**config.mk**
```make
export PLATFORM = sky130hd
export DESIGN_NAME = lsu_flat
export DESIGN_NICKNAME = d
export VERILOG_FILES = /design/src/rtl/lsu_if.sv /design/src/rtl/lsu.sv /design/src/flat_wrapper.sv
export SDC_FILE = /design/constraint.sdc
export NUM_CORES = 1
export LEC_CHECK = 0
export CORE_MARGIN = 2
export CORE_UTILIZATION = 44
export DETAILED_ROUTE_END_ITERATION = 8
export PLACE_DENSITY = 0.85
export SYNTH_ARGS = -nofsm -noshare
export SYNTH_HDL_FRONTEND = slang
export SYNTH_SLANG_ARGS = --single-unit
export TNS_END_PERCENT = 100
```
**constraint.sdc**
```tcl
create_clock -name clk -period 3.9 [get_ports clk]
set_input_delay 0.585 -clock clk [delete_from_list [all_inputs] [get_ports clk]]
set_output_delay 0.585 -clock clk [all_outputs]
set_load 0.03 [all_outputs]
```
**src/rtl/lsu_if.sv**
```systemverilog
// Purpose: bundles the lsu's exu-side, writeback-side and memory-bus signals into one interface.
// Latency: none; this is wiring only.
// Backpressure: carries l_ready_o / l_ready_i / mem_req_ready_i / mem_rsp_ready_o between the ends.
//
// Ports (signal groups):
//   exu -> lsu : l_valid_i, l_ready_o, is_load_i, is_store_i, funct3_i, addr_i, wdata_i, exu_res_i
//   lsu -> wb  : l_valid_o, l_ready_i, res_o, err_o
//   mem req    : mem_req_valid_o, mem_req_ready_i, mem_we_o, mem_addr_o, mem_wdata_o, mem_wstrb_o
//   mem rsp    : mem_rsp_valid_i, mem_rsp_ready_o, mem_rdata_i
// The slave modport is the lsu's view; master is the surrounding pipeline/memory view.
interface lsu_if #(
  parameter int XLEN   = 32,
  parameter int ADDR_W = 32
);
  // exu -> lsu
  logic              l_valid_i;
  logic              l_ready_o;
  logic              is_load_i;
  logic              is_store_i;
  logic [2:0]        funct3_i;
  logic [ADDR_W-1:0] addr_i;
  logic [XLEN-1:0]   wdata_i;
  logic [XLEN-1:0]   exu_res_i;
  // lsu -> writeback
  logic              l_valid_o;
  logic              l_ready_i;
  logic [XLEN-1:0]   res_o;
  logic              err_o;
  // memory request
  logic              mem_req_valid_o;
  logic              mem_req_ready_i;
  logic              mem_we_o;
  logic [ADDR_W-1:0] mem_addr_o;
  logic [31:0]       mem_wdata_o;
  logic [3:0]        mem_wstrb_o;
  // memory response
  logic              mem_rsp_valid_i;
  logic              mem_rsp_ready_o;
  logic [31:0]       mem_rdata_i;

  modport slave (
    input  l_valid_i, is_load_i, is_store_i, funct3_i, addr_i, wdata_i, exu_res_i,
    output l_ready_o,
    output l_valid_o, res_o, err_o,
    input  l_ready_i,
    output mem_req_valid_o, mem_we_o, mem_addr_o, mem_wdata_o, mem_wstrb_o,
    input  mem_req_ready_i,
    input  mem_rsp_valid_i, mem_rdata_i,
    output mem_rsp_ready_o
  );

  modport master (
    output l_valid_i, is_load_i, is_store_i, funct3_i, addr_i, wdata_i, exu_res_i,
    input  l_ready_o,
    input  l_valid_o, res_o, err_o,
    output l_ready_i,
    input  mem_req_valid_o, mem_we_o, mem_addr_o, mem_wdata_o, mem_wstrb_o,
    output mem_req_ready_i,
    output mem_rsp_valid_i, mem_rdata_i,
    input  mem_rsp_ready_o
  );
endinterface

```
**src/rtl/lsu.sv**
```systemverilog
// Purpose: load/store unit; takes one instruction from exu, does at most one word-bus access, hands result to writeback.
// Latency: accept -> l_valid_o is 1 cycle for non-memory/faulting ops, 3 cycles for loads/stores with zero-wait memory.
// Backpressure: one instruction in flight; l_ready_o only in IDLE; request, result and error held until their handshakes.
//
// Ports:
//   clk, rst : clock, asynchronous active-high reset (returns to IDLE at any point, abandoning a bus access)
//   bus      : lsu_if.slave carrying the exu, writeback and memory request/response handshakes
module lsu #(
  parameter int XLEN   = 32,
  parameter int ADDR_W = 32
) (
  input  logic  clk,
  input  logic  rst,
  lsu_if.slave  bus
);

  localparam logic [1:0] IDLE = 2'd0;
  localparam logic [1:0] REQ  = 2'd1;
  localparam logic [1:0] RSP  = 2'd2;
  localparam logic [1:0] DONE = 2'd3;

  logic [1:0]        state;

  // Latched instruction context
  logic [2:0]        funct3_q;
  logic [1:0]        off_q;
  logic              we_q;
  logic [ADDR_W-1:0] addr_q;
  logic [31:0]       wdata_q;
  logic [3:0]        wstrb_q;
  logic [XLEN-1:0]   res_q;
  logic              err_q;

  // Accept-time decode
  logic              is_mem;
  logic              f3_legal;
  logic              misaligned;
  logic              acc_err;
  logic [1:0]        off_in;
  logic [31:0]       st_wdata;
  logic [3:0]        st_wstrb;

  // Response-time formatting
  logic [31:0]       shifted;
  logic [XLEN-1:0]   ld_data;

  assign off_in = bus.addr_i[1:0];

  always_comb begin
    is_mem   = bus.is_load_i | bus.is_store_i;
    f3_legal = 1'b0;
    case (bus.funct3_i)
      3'b000, 3'b001, 3'b010, 3'b100, 3'b101: f3_legal = 1'b1;
      default:                                f3_legal = 1'b0;
    endcase

    // funct3[1:0] encodes the size for both signed and unsigned forms.
    misaligned = 1'b0;
    case (bus.funct3_i[1:0])
      2'b01:   misaligned = off_in[0];
      2'b10:   misaligned = (off_in != 2'b00);
      default: misaligned = 1'b0;
    endcase

    // funct3 and alignment are only meaningful for memory ops; ALU ops reuse
    // funct3 values such as 011, so they must not be flagged as faults.
    acc_err = (bus.is_load_i & bus.is_store_i) |
              (is_mem & (~f3_legal | misaligned));
  end

  // Store data is replicated across all lanes so the strobe alone selects
  // the target bytes; the memory never has to shift.
  always_comb begin
    st_wdata = bus.wdata_i;
    st_wstrb = 4'b1111;
    case (bus.funct3_i[1:0])
      2'b00: begin
        st_wdata = {4{bus.wdata_i[7:0]}};
        st_wstrb = 4'b0001 << off_in;
      end
      2'b01: begin
        st_wdata = {2{bus.wdata_i[15:0]}};
        st_wstrb = 4'b0011 << off_in;
      end
      default: begin
        st_wdata = bus.wdata_i;
        st_wstrb = 4'b1111;
      end
    endcase
  end

  // Bring the addressed lane down to bit 0, then extend by access type.
  always_comb begin
    shifted = bus.mem_rdata_i >> {off_q, 3'b000};
    case (funct3_q)
      3'b000:  ld_data = {{24{shifted[7]}},  shifted[7:0]};
      3'b001:  ld_data = {{16{shifted[15]}}, shifted[15:0]};
      3'b100:  ld_data = {24'd0, shifted[7:0]};
      3'b101:  ld_data = {16'd0, shifted[15:0]};
      default: ld_data = shifted;
    endcase
  end

  always_ff @(posedge clk or posedge rst) begin
    if (rst) begin
      state    <= IDLE;
      funct3_q <= 3'd0;
      off_q    <= 2'd0;
      we_q     <= 1'b0;
      addr_q   <= '0;
      wdata_q  <= 32'd0;
      wstrb_q  <= 4'd0;
      res_q    <= '0;
      err_q    <= 1'b0;
    end else begin
      case (state)
        IDLE: begin
          if (bus.l_valid_i) begin
            funct3_q <= bus.funct3_i;
            off_q    <= off_in;
            we_q     <= bus.is_store_i;
            addr_q   <= {bus.addr_i[ADDR_W-1:2], 2'b00};
            wdata_q  <= bus.is_store_i ? st_wdata : 32'd0;
            wstrb_q  <= bus.is_store_i ? st_wstrb : 4'd0;
            if (acc_err) begin
              err_q <= 1'b1;
              res_q <= '0;
              state <= DONE;
            end else if (is_mem) begin
              err_q <= 1'b0;
              res_q <= '0;
              state <= REQ;
            end else begin
              err_q <= 1'b0;
              res_q <= bus.exu_res_i;
              state <= DONE;
            end
          end
        end
        REQ: begin
          if (bus.mem_req_ready_i) begin
            state <= RSP;
          end
        end
        RSP: begin
          if (bus.mem_rsp_valid_i) begin
            // Store responses are only completion acks; their data is ignored.
            res_q <= we_q ? '0 : ld_data;
            state <= DONE;
          end
        end
        DONE: begin
          if (bus.l_ready_i) begin
            state <= IDLE;
          end
        end
        default: state <= IDLE;
      endcase
    end
  end

  // All handshake outputs are pure state decodes: no ready-to-valid paths.
  assign bus.l_ready_o       = (state == IDLE);
  assign bus.mem_req_valid_o = (state == REQ);
  assign bus.mem_rsp_ready_o = (state == RSP);
  assign bus.l_valid_o       = (state == DONE);

  // Request fields read as zero whenever no request is being offered.
  assign bus.mem_we_o    = (state == REQ) ? we_q    : 1'b0;
  assign bus.mem_addr_o  = (state == REQ) ? addr_q  : '0;
  assign bus.mem_wdata_o = (state == REQ) ? wdata_q : 32'd0;
  assign bus.mem_wstrb_o = (state == REQ) ? wstrb_q : 4'd0;

  assign bus.res_o = res_q;
  assign bus.err_o = err_q;

endmodule

```
**src/flat_wrapper.sv**
```systemverilog
// flat-port wrapper written by rule: the top's interface ports become plain ports
module lsu_flat 
#(
  parameter int XLEN   = 32,
  parameter int ADDR_W = 32
)
  (clk, rst, bus_l_valid_i, bus_is_load_i, bus_is_store_i, bus_funct3_i, bus_addr_i, bus_wdata_i, bus_exu_res_i, bus_l_ready_o, bus_l_valid_o, bus_res_o, bus_err_o, bus_l_ready_i, bus_mem_req_valid_o, bus_mem_we_o, bus_mem_addr_o, bus_mem_wdata_o, bus_mem_wstrb_o, bus_mem_req_ready_i, bus_mem_rsp_valid_i, bus_mem_rdata_i, bus_mem_rsp_ready_o);
  lsu_if #(.XLEN(XLEN), .ADDR_W(ADDR_W)) bus_i ();
  input  logic clk;
  input  logic rst;
  input wire logic [$bits(bus_i.l_valid_i)-1:0] bus_l_valid_i;
  input wire logic [$bits(bus_i.is_load_i)-1:0] bus_is_load_i;
  input wire logic [$bits(bus_i.is_store_i)-1:0] bus_is_store_i;
  input wire logic [$bits(bus_i.funct3_i)-1:0] bus_funct3_i;
  input wire logic [$bits(bus_i.addr_i)-1:0] bus_addr_i;
  input wire logic [$bits(bus_i.wdata_i)-1:0] bus_wdata_i;
  input wire logic [$bits(bus_i.exu_res_i)-1:0] bus_exu_res_i;
  output wire logic [$bits(bus_i.l_ready_o)-1:0] bus_l_ready_o;
  output wire logic [$bits(bus_i.l_valid_o)-1:0] bus_l_valid_o;
  output wire logic [$bits(bus_i.res_o)-1:0] bus_res_o;
  output wire logic [$bits(bus_i.err_o)-1:0] bus_err_o;
  input wire logic [$bits(bus_i.l_ready_i)-1:0] bus_l_ready_i;
  output wire logic [$bits(bus_i.mem_req_valid_o)-1:0] bus_mem_req_valid_o;
  output wire logic [$bits(bus_i.mem_we_o)-1:0] bus_mem_we_o;
  output wire logic [$bits(bus_i.mem_addr_o)-1:0] bus_mem_addr_o;
  output wire logic [$bits(bus_i.mem_wdata_o)-1:0] bus_mem_wdata_o;
  output wire logic [$bits(bus_i.mem_wstrb_o)-1:0] bus_mem_wstrb_o;
  input wire logic [$bits(bus_i.mem_req_ready_i)-1:0] bus_mem_req_ready_i;
  input wire logic [$bits(bus_i.mem_rsp_valid_i)-1:0] bus_mem_rsp_valid_i;
  input wire logic [$bits(bus_i.mem_rdata_i)-1:0] bus_mem_rdata_i;
  output wire logic [$bits(bus_i.mem_rsp_ready_o)-1:0] bus_mem_rsp_ready_o;
  assign bus_i.l_valid_i = bus_l_valid_i;
  assign bus_i.is_load_i = bus_is_load_i;
  assign bus_i.is_store_i = bus_is_store_i;
  assign bus_i.funct3_i = bus_funct3_i;
  assign bus_i.addr_i = bus_addr_i;
  assign bus_i.wdata_i = bus_wdata_i;
  assign bus_i.exu_res_i = bus_exu_res_i;
  assign bus_l_ready_o = bus_i.l_ready_o;
  assign bus_l_valid_o = bus_i.l_valid_o;
  assign bus_res_o = bus_i.res_o;
  assign bus_err_o = bus_i.err_o;
  assign bus_i.l_ready_i = bus_l_ready_i;
  assign bus_mem_req_valid_o = bus_i.mem_req_valid_o;
  assign bus_mem_we_o = bus_i.mem_we_o;
  assign bus_mem_addr_o = bus_i.mem_addr_o;
  assign bus_mem_wdata_o = bus_i.mem_wdata_o;
  assign bus_mem_wstrb_o = bus_i.mem_wstrb_o;
  assign bus_i.mem_req_ready_i = bus_mem_req_ready_i;
  assign bus_i.mem_rsp_valid_i = bus_mem_rsp_valid_i;
  assign bus_i.mem_rdata_i = bus_mem_rdata_i;
  assign bus_mem_rsp_ready_o = bus_i.mem_rsp_ready_o;
  lsu #(.XLEN(XLEN), .ADDR_W(ADDR_W)) u_core (.clk(clk), .rst(rst), .bus(bus_i));
endmodule
```
==> run metrics, run 1 <==
# H-tree levels 3; Reg power frac 28.3%; wire length per cell 19.0 um; startpoint types register; combinational power share 59.7%; Initial Util 45.5%; post-cts resize count 0; global-route wire length before repair 29800 um; P&R area growth vs syn 45.0%; Rows 42; Yosys top cell area share 44.1%; crit-path max FO 69; placer congestion estimate 0.876; Residual DRC 0; synthesized area 6070 um^2; CTS Buffer Depth 2; synthesized area per cell 9.73 um^2; Sw Share 44.0%; n_diodes 0; initial DRC count 380; met2 wire length 9200 um; Crit Path Class register to output port; Syn Inst Count 624; filler cell count 1047; hold path endpoint u_core.wdata_q[15]; WHS 479 ps; Slew Limit Headroom 23.4%; Yosys top cell by area dfrtp_1; Post-DP HPWL 14100 um; Clock Tree Root clkbuf_16; vias in the first global route 5787; CTS buffer count 9; Hold Path Origin u_core.wdata_q[15]; RSZ-0062 raised after global routing no; Psw 3.16 mW; routed vias 5687; status completed; Yosys reg bits 107; Hold-fix buffers, CTS 0; period utilisation layout 85.1%; met1 layer wirelength in the final routing 7760 um; Hold Crit Class register to register; Pwr Density 816 nW/um^2; P_int 4.02 mW; Worst Path Arrival 2740 ps; Core Area 13300 um^2; required time worst endpoint 3310 ps; Net count, final 977; vias per std cell 5.62; post-route cell area 8800 um^2; Pwr Total 7.18 mW; skew final 6.04 ps; clk_lat worst skew 350 ps; top post-synthesis cells by area dfrtp_1 44%, mux2_2 7.6%, and2_1 6.9%; I/O pin cnt 245; met3 wire len 1750 um; P_leak 3.60 nW; top achievable clock speed 301 MHz; Final setup violation count 0; maximum vdd ir drop 429 uV; FF-to-FF setup slack 1390 ps; Top FF cell, synth dfrtp_1; Slew @ Worst Pin 1150 ps; fin. max-slew vios 0; Area after DPL 8520 um^2; placed cells 996; layout cell share with drive strength beyond 1 9.69%; Antenna Nets Post-Route 0; antenna violations before repair 0; reg2reg end u_core.bus.res_o[30]; YS warnings 0; Seq/Total Area, Yosys 44.1%; Worst setup EP type output port; Clock power frac 12.0%; Distinct cells, synth 47; Max Used Layer met4; DRT Pass-1 Iters 5; die height 121 um; Async SR Flop Fraction 100%; CTS tree built; Post-CTS Setup Repair Bufs 0; GRT overflow 0; largest net degree at the start of global routing 92; GRT Total Usage 26.1%; routed wire length 19200 um; max-cap violation count 0; number of clock sinks 107; reg2reg path depth 6; IO Port Bufs 242; Setup WS pre-CTS 650 ps; Commonest cells post-synth 107 x dfrtp_1, 67 x and2_1, 58 x nand2_1; fin cells 1012; worst hold path cell count 2; post-layout min period 3320 ps; Post-synth EDFFs 0; Horiz. Die Dim 121 um; Core Util, Final 65.9%; count leader, synth dfrtp_1; full die area 14800 um^2; Clk pin slew, worst setup/hold paths 70 ps; Final Hold Vio Count 0; Reg2Reg Launch Point u_core.state[0]; setup TNS 0 ps; fin worst setup slack 580 ps
==> critical path: stages, from the launching register on <==
cell	delay, ps
dfrtp_1	410
inv_1	110
ha_2	840
and2_1	290
clkdlybuf4s50_1	700
==> kinds of logic after synthesis <==
logic type               Yosys count  synth area share (%)
AO/OA/AOI/OAI                    159                  18.6
multiplexers                      60                  10.9
AND/OR/NAND/NOR                  225                  19.5
buffers and inverters             64                  5.21
adder cells (fa/ha/maj)            7                  1.44
flip-flops                       107                  44.1
XOR/XNOR                           1                 0.144
other                              1                0.0618
==> power by group through the flow <==
stage | clock network, mW | logic (mW) | registers, mW
after floorplan | 0 | 2.64 | 2.24
after global placement | 0 | 4.20 | 2.01
after detailed placement | 0 | 4.28 | 2.04
after CTS | 0.882 | 4.30 | 2.03
after global routing | 0.929 | 4.60 | 2.10
final | 0.864 | 4.29 | 2.03
==> state kept, by name (all words and copies together) (netlist names) <==
register	count
u_core.addr_q	30
u_core.bus.err_o	1
u_core.bus.res_o	32
u_core.funct3_q	3
u_core.off_q	2
u_core.state	2
u_core.wdata_q	32
u_core.we_q	1
u_core.wstrb_q	4
==> how the worst max path moves through the flow <==
| stage | cells past startpoint | start | slack [ps] | endpoint |
|---|---|---|---|---|
| floorplan | 1 | rst | 500 | u_core.addr_q[10] |
| global placement | 7 | bus_funct3_i[1] | 880 | u_core.bus.err_o |
| detailed placement | 7 | bus_funct3_i[1] | 650 | u_core.bus.err_o |
| CTS | 4 | u_core.state[1] | 540 | bus_mem_wdata_o[31] |
| global route | 4 | u_core.state[1] | 430 | bus_mem_wdata_o[31] |
| finish | 4 | u_core.state[1] | 580 | bus_mem_wdata_o[31] |
==> final cells by class <==
cell class,instances,area [um^2],share of cell area [%]
clock buffers,15,268,3.04
clock inverters,1,7.51,0.0853
inverters,9,36.3,0.412
multi-input cells,454,3100,35.2
flip-flops and latches,107,2680,30.4
well taps,176,220,2.50
repair buffers,250,2490,28.4
==> layer usage <==
metal  GRT usage [%]  vias up
li1                -     2629
met1            32.1     2738
met2            43.0      280
met3            7.75       40
met4            10.3        0
met5               0        -
==> placed cells by master, fill, tap and decap left out, types with 4 or more instances in the layout <==
master,n
clkdlybuf4s50_1,242
dfrtp_1,107
and2_1,67
nand2_1,57
nor2_1,54
o21ai_0,42
mux2_2,41
a21oi_1,34
a22o_1,19
mux2i_1,18
a32oi_1,14
nor2b_1,10
a311o_1,10
clkbuf_16,9
inv_1,8
a2111oi_0,8
nor3b_1,8
nor4_1,8
o211ai_1,8
a211o_1,7
nand3b_1,7
buf_4,7
a311o_2,6
ha_1,6
clkbuf_1,4
Power figures use the tool's default switching activity.
==> run 2: changes to the inputs <==
--- a/config.mk
+++ b/config.mk
@@ -5,10 +5,9 @@
 export SDC_FILE = /design/constraint.sdc
 export NUM_CORES = 1
 export LEC_CHECK = 0
-export CORE_MARGIN = 2
 export CORE_UTILIZATION = 44
 export DETAILED_ROUTE_END_ITERATION = 8
-export PLACE_DENSITY = 0.85
+export PLACE_DENSITY = 0.81
 export SYNTH_ARGS = -nofsm -noshare
 export SYNTH_HDL_FRONTEND = slang
 export SYNTH_SLANG_ARGS = --single-unit
==> run 2 against run 1 <==
Utilization increased by 0.14 points. Sequential share of layout area decreased by 0.065 points. Design area increased by 0.21%. Flip-flop and latch count unchanged. Non-clock buffer count increased by 1. Final cell count about the same. Clock skew increased by 1.3 ps. Routed wire length decreased by 3.9%. Setup slack improved by 41 ps. Critical path depth unchanged. Critical path type unchanged. Largest cell class unchanged. Highest routed layer unchanged.
==> run metrics, run 2 (synthesized netlist as in run 1, its figures left out) <==
post-layout min period 3280 ps (-41.1 ps); GR Layer Usage met3 5.60% (-2.2 points); CTS tree built; Final Hold Vio Count 0 (unchanged); global-route wire length before repair 29200 um (-2.2%); Slew @ Worst Pin 1130 ps (-16.8 ps); CTS buffer count 9 (unchanged); Area after DPL 8530 um^2 (about the same); Setup WS pre-CTS 757 ps (+106 ps); Hold-fix buffers, CTS 0 (unchanged); clk_lat worst skew 350 ps (about the same); required time worst endpoint 3310 ps (about the same); cell with the largest stage delay on the worst path ha_2; Hold Crit Class register to register; CP delay by family, top adder cells; met1 GRT Util 31.4% (-0.71 points); post-route cell area 8820 um^2 (+0.21%); Core Util, Final 66.1% (+0.14 points); WHS 480 ps (+1.93 ps); GRT overflow 0 (unchanged); reg2reg end u_core.bus.res_o[29]; period utilisation layout 84.1% (-1.1 points); layout cell share with drive strength beyond 1 10.0% (+0.35 points); fin cells 1013 (+0.099%); wire length per cell 18.3 um (-4.0%); vias per std cell 5.55 (-1.2%); crit-path cells inv_1 > ha_2 > and2_1 > clkdlybuf4s50_1; antenna violations before repair 0 (unchanged); initial DRC count 385 (+1.3%); Post-CTS Setup Repair Bufs 0 (unchanged); Pwr Total 7.21 mW (+0.33%); reg2reg path depth 6 (unchanged); full die area 14300 um^2 (-3.3%); Horiz. Die Dim 119 um (-1.6%); routed vias 5627 (-1.1%); placer congestion estimate 0.888 (+1.3%); startpoint types register; Residual DRC 0 (unchanged); DRT Pass-1 Iters 6 (+1); crit-path max FO 69 (unchanged); hold path endpoint u_core.wstrb_q[3]; IO Port Bufs 242 (unchanged); Hold Path Origin u_core.wstrb_q[3]; maximum vdd ir drop 393 uV (-8.4%); FF-to-FF setup slack 1430 ps (+40 ps); Net count, final 978 (+0.10%); # H-tree levels 3 (unchanged); placed cells 997 (+0.10%); P&R area growth vs syn 45.3%; fin. max-slew vios 0 (unchanged); post-cts resize count 0 (unchanged); fin worst setup slack 621 ps (+41.1 ps); Reg2Reg Launch Point u_core.state[0]; Pwr Density 817 nW/um^2 (+0.12%); Antenna Nets Post-Route 0 (unchanged); filler cell count 1081 (+3.2%); top achievable clock speed 305 MHz (+1.3%); Crit Path Class register to output port; Core Area 13300 um^2 (unchanged); I/O pin cnt 245 (unchanged); largest net degree at the start of global routing 70 (-24%); P_leak 3.61 nW (+0.45%); RSZ-0062 raised after global routing no; Initial Util 45.5% (unchanged); Max stage delay on crit path 860 ps (+20 ps); n_diodes 0 (unchanged); status completed; met2 Usage GRT 45.4% (+2.5 points); Clock Tree Root clkbuf_16; die height 119 um (-1.6%); vias in the first global route 5664 (-2.1%); Final setup violation count 0 (unchanged); skew final 7.32 ps (+1.28 ps); CP bufs+invs 2 (unchanged); GR peak layer met2; GRT Total Usage 26.1% (+0.054 points); Post-DP HPWL 13600 um (-3.5%); number of clock sinks 107 (unchanged); Worst Path Arrival 2690 ps (-50 ps); most common cell after layout, fill and taps aside clkdlybuf4s50_1; max-cap violation count 0 (unchanged); setup TNS 0 ps (unchanged); Worst setup EP type output port; CTS Buffer Depth 2 (unchanged); Clk pin slew, worst setup/hold paths 70 ps (about the same); routed wire length 18500 um (-3.9%); worst hold path cell count 1 (-1); Slew Limit Headroom 24.5% (+1.1 points); commonest non-fill, non-tap cells in the layout 242 x clkdlybuf4s50_1, 107 x dfrtp_1, 67 x and2_1, 57 x nand2_1, 54 x nor2_1; Rows 42 (unchanged)
-- run 2: cell count changes in the layout (fill, tap and decap cells not counted), sizes merged --
cell	previous run	this run
clkbuf	15	11
clkinv	0	4
buf	8	9
bufinv	0	1
clkinvlp	1	0
-- run 2: worst max-delay path by stage --
| stage | startpoint | to | slack (ps) | cells past startpoint |
|---|---|---|---|---|
| floorplan | rst | u_core.addr_q[10] | 500 | 1 |
| global placement | bus_funct3_i[1] | u_core.bus.err_o | 880 | 7 |
| detailed placement | bus_funct3_i[1] | u_core.wstrb_q[2] | 760 | 7 |
| CTS | u_core.state[1] | bus_mem_we_o | 590 | 4 |
| global route | u_core.state[1] | bus_mem_wstrb_o[2] | 410 | 4 |
| finish | u_core.state[1] | bus_mem_we_o | 620 | 4 |
-- run 2: where the power goes --
part           internal (mW)  total (mW)  switching [mW]
clock                  0.497       0.900           0.404
sequential              1.67        2.05           0.383
combinational           1.89        4.25            2.36
-- run 2: cell type report --
class / instances / area, um^2 / share of cell area, %
multi-input combinational: 454 / 3100 / 35.1
sequential: 107 / 2680 / 30.4
timing repair buffer: 251 / 2500 / 28.4
clock buffer: 11 / 233 / 2.64
tap: 176 / 220 / 2.50
clock inverter: 5 / 53.8 / 0.610
inverter: 9 / 36.3 / 0.411
-- run 2: metal layers --
metal	share of wire, %	vias up	wire, um
met5	0	-	0
met4	2.3	0	421
met3	7.6	29	1410
met2	50	277	9280
met1	40	2685	7390
li1	-	2636	-
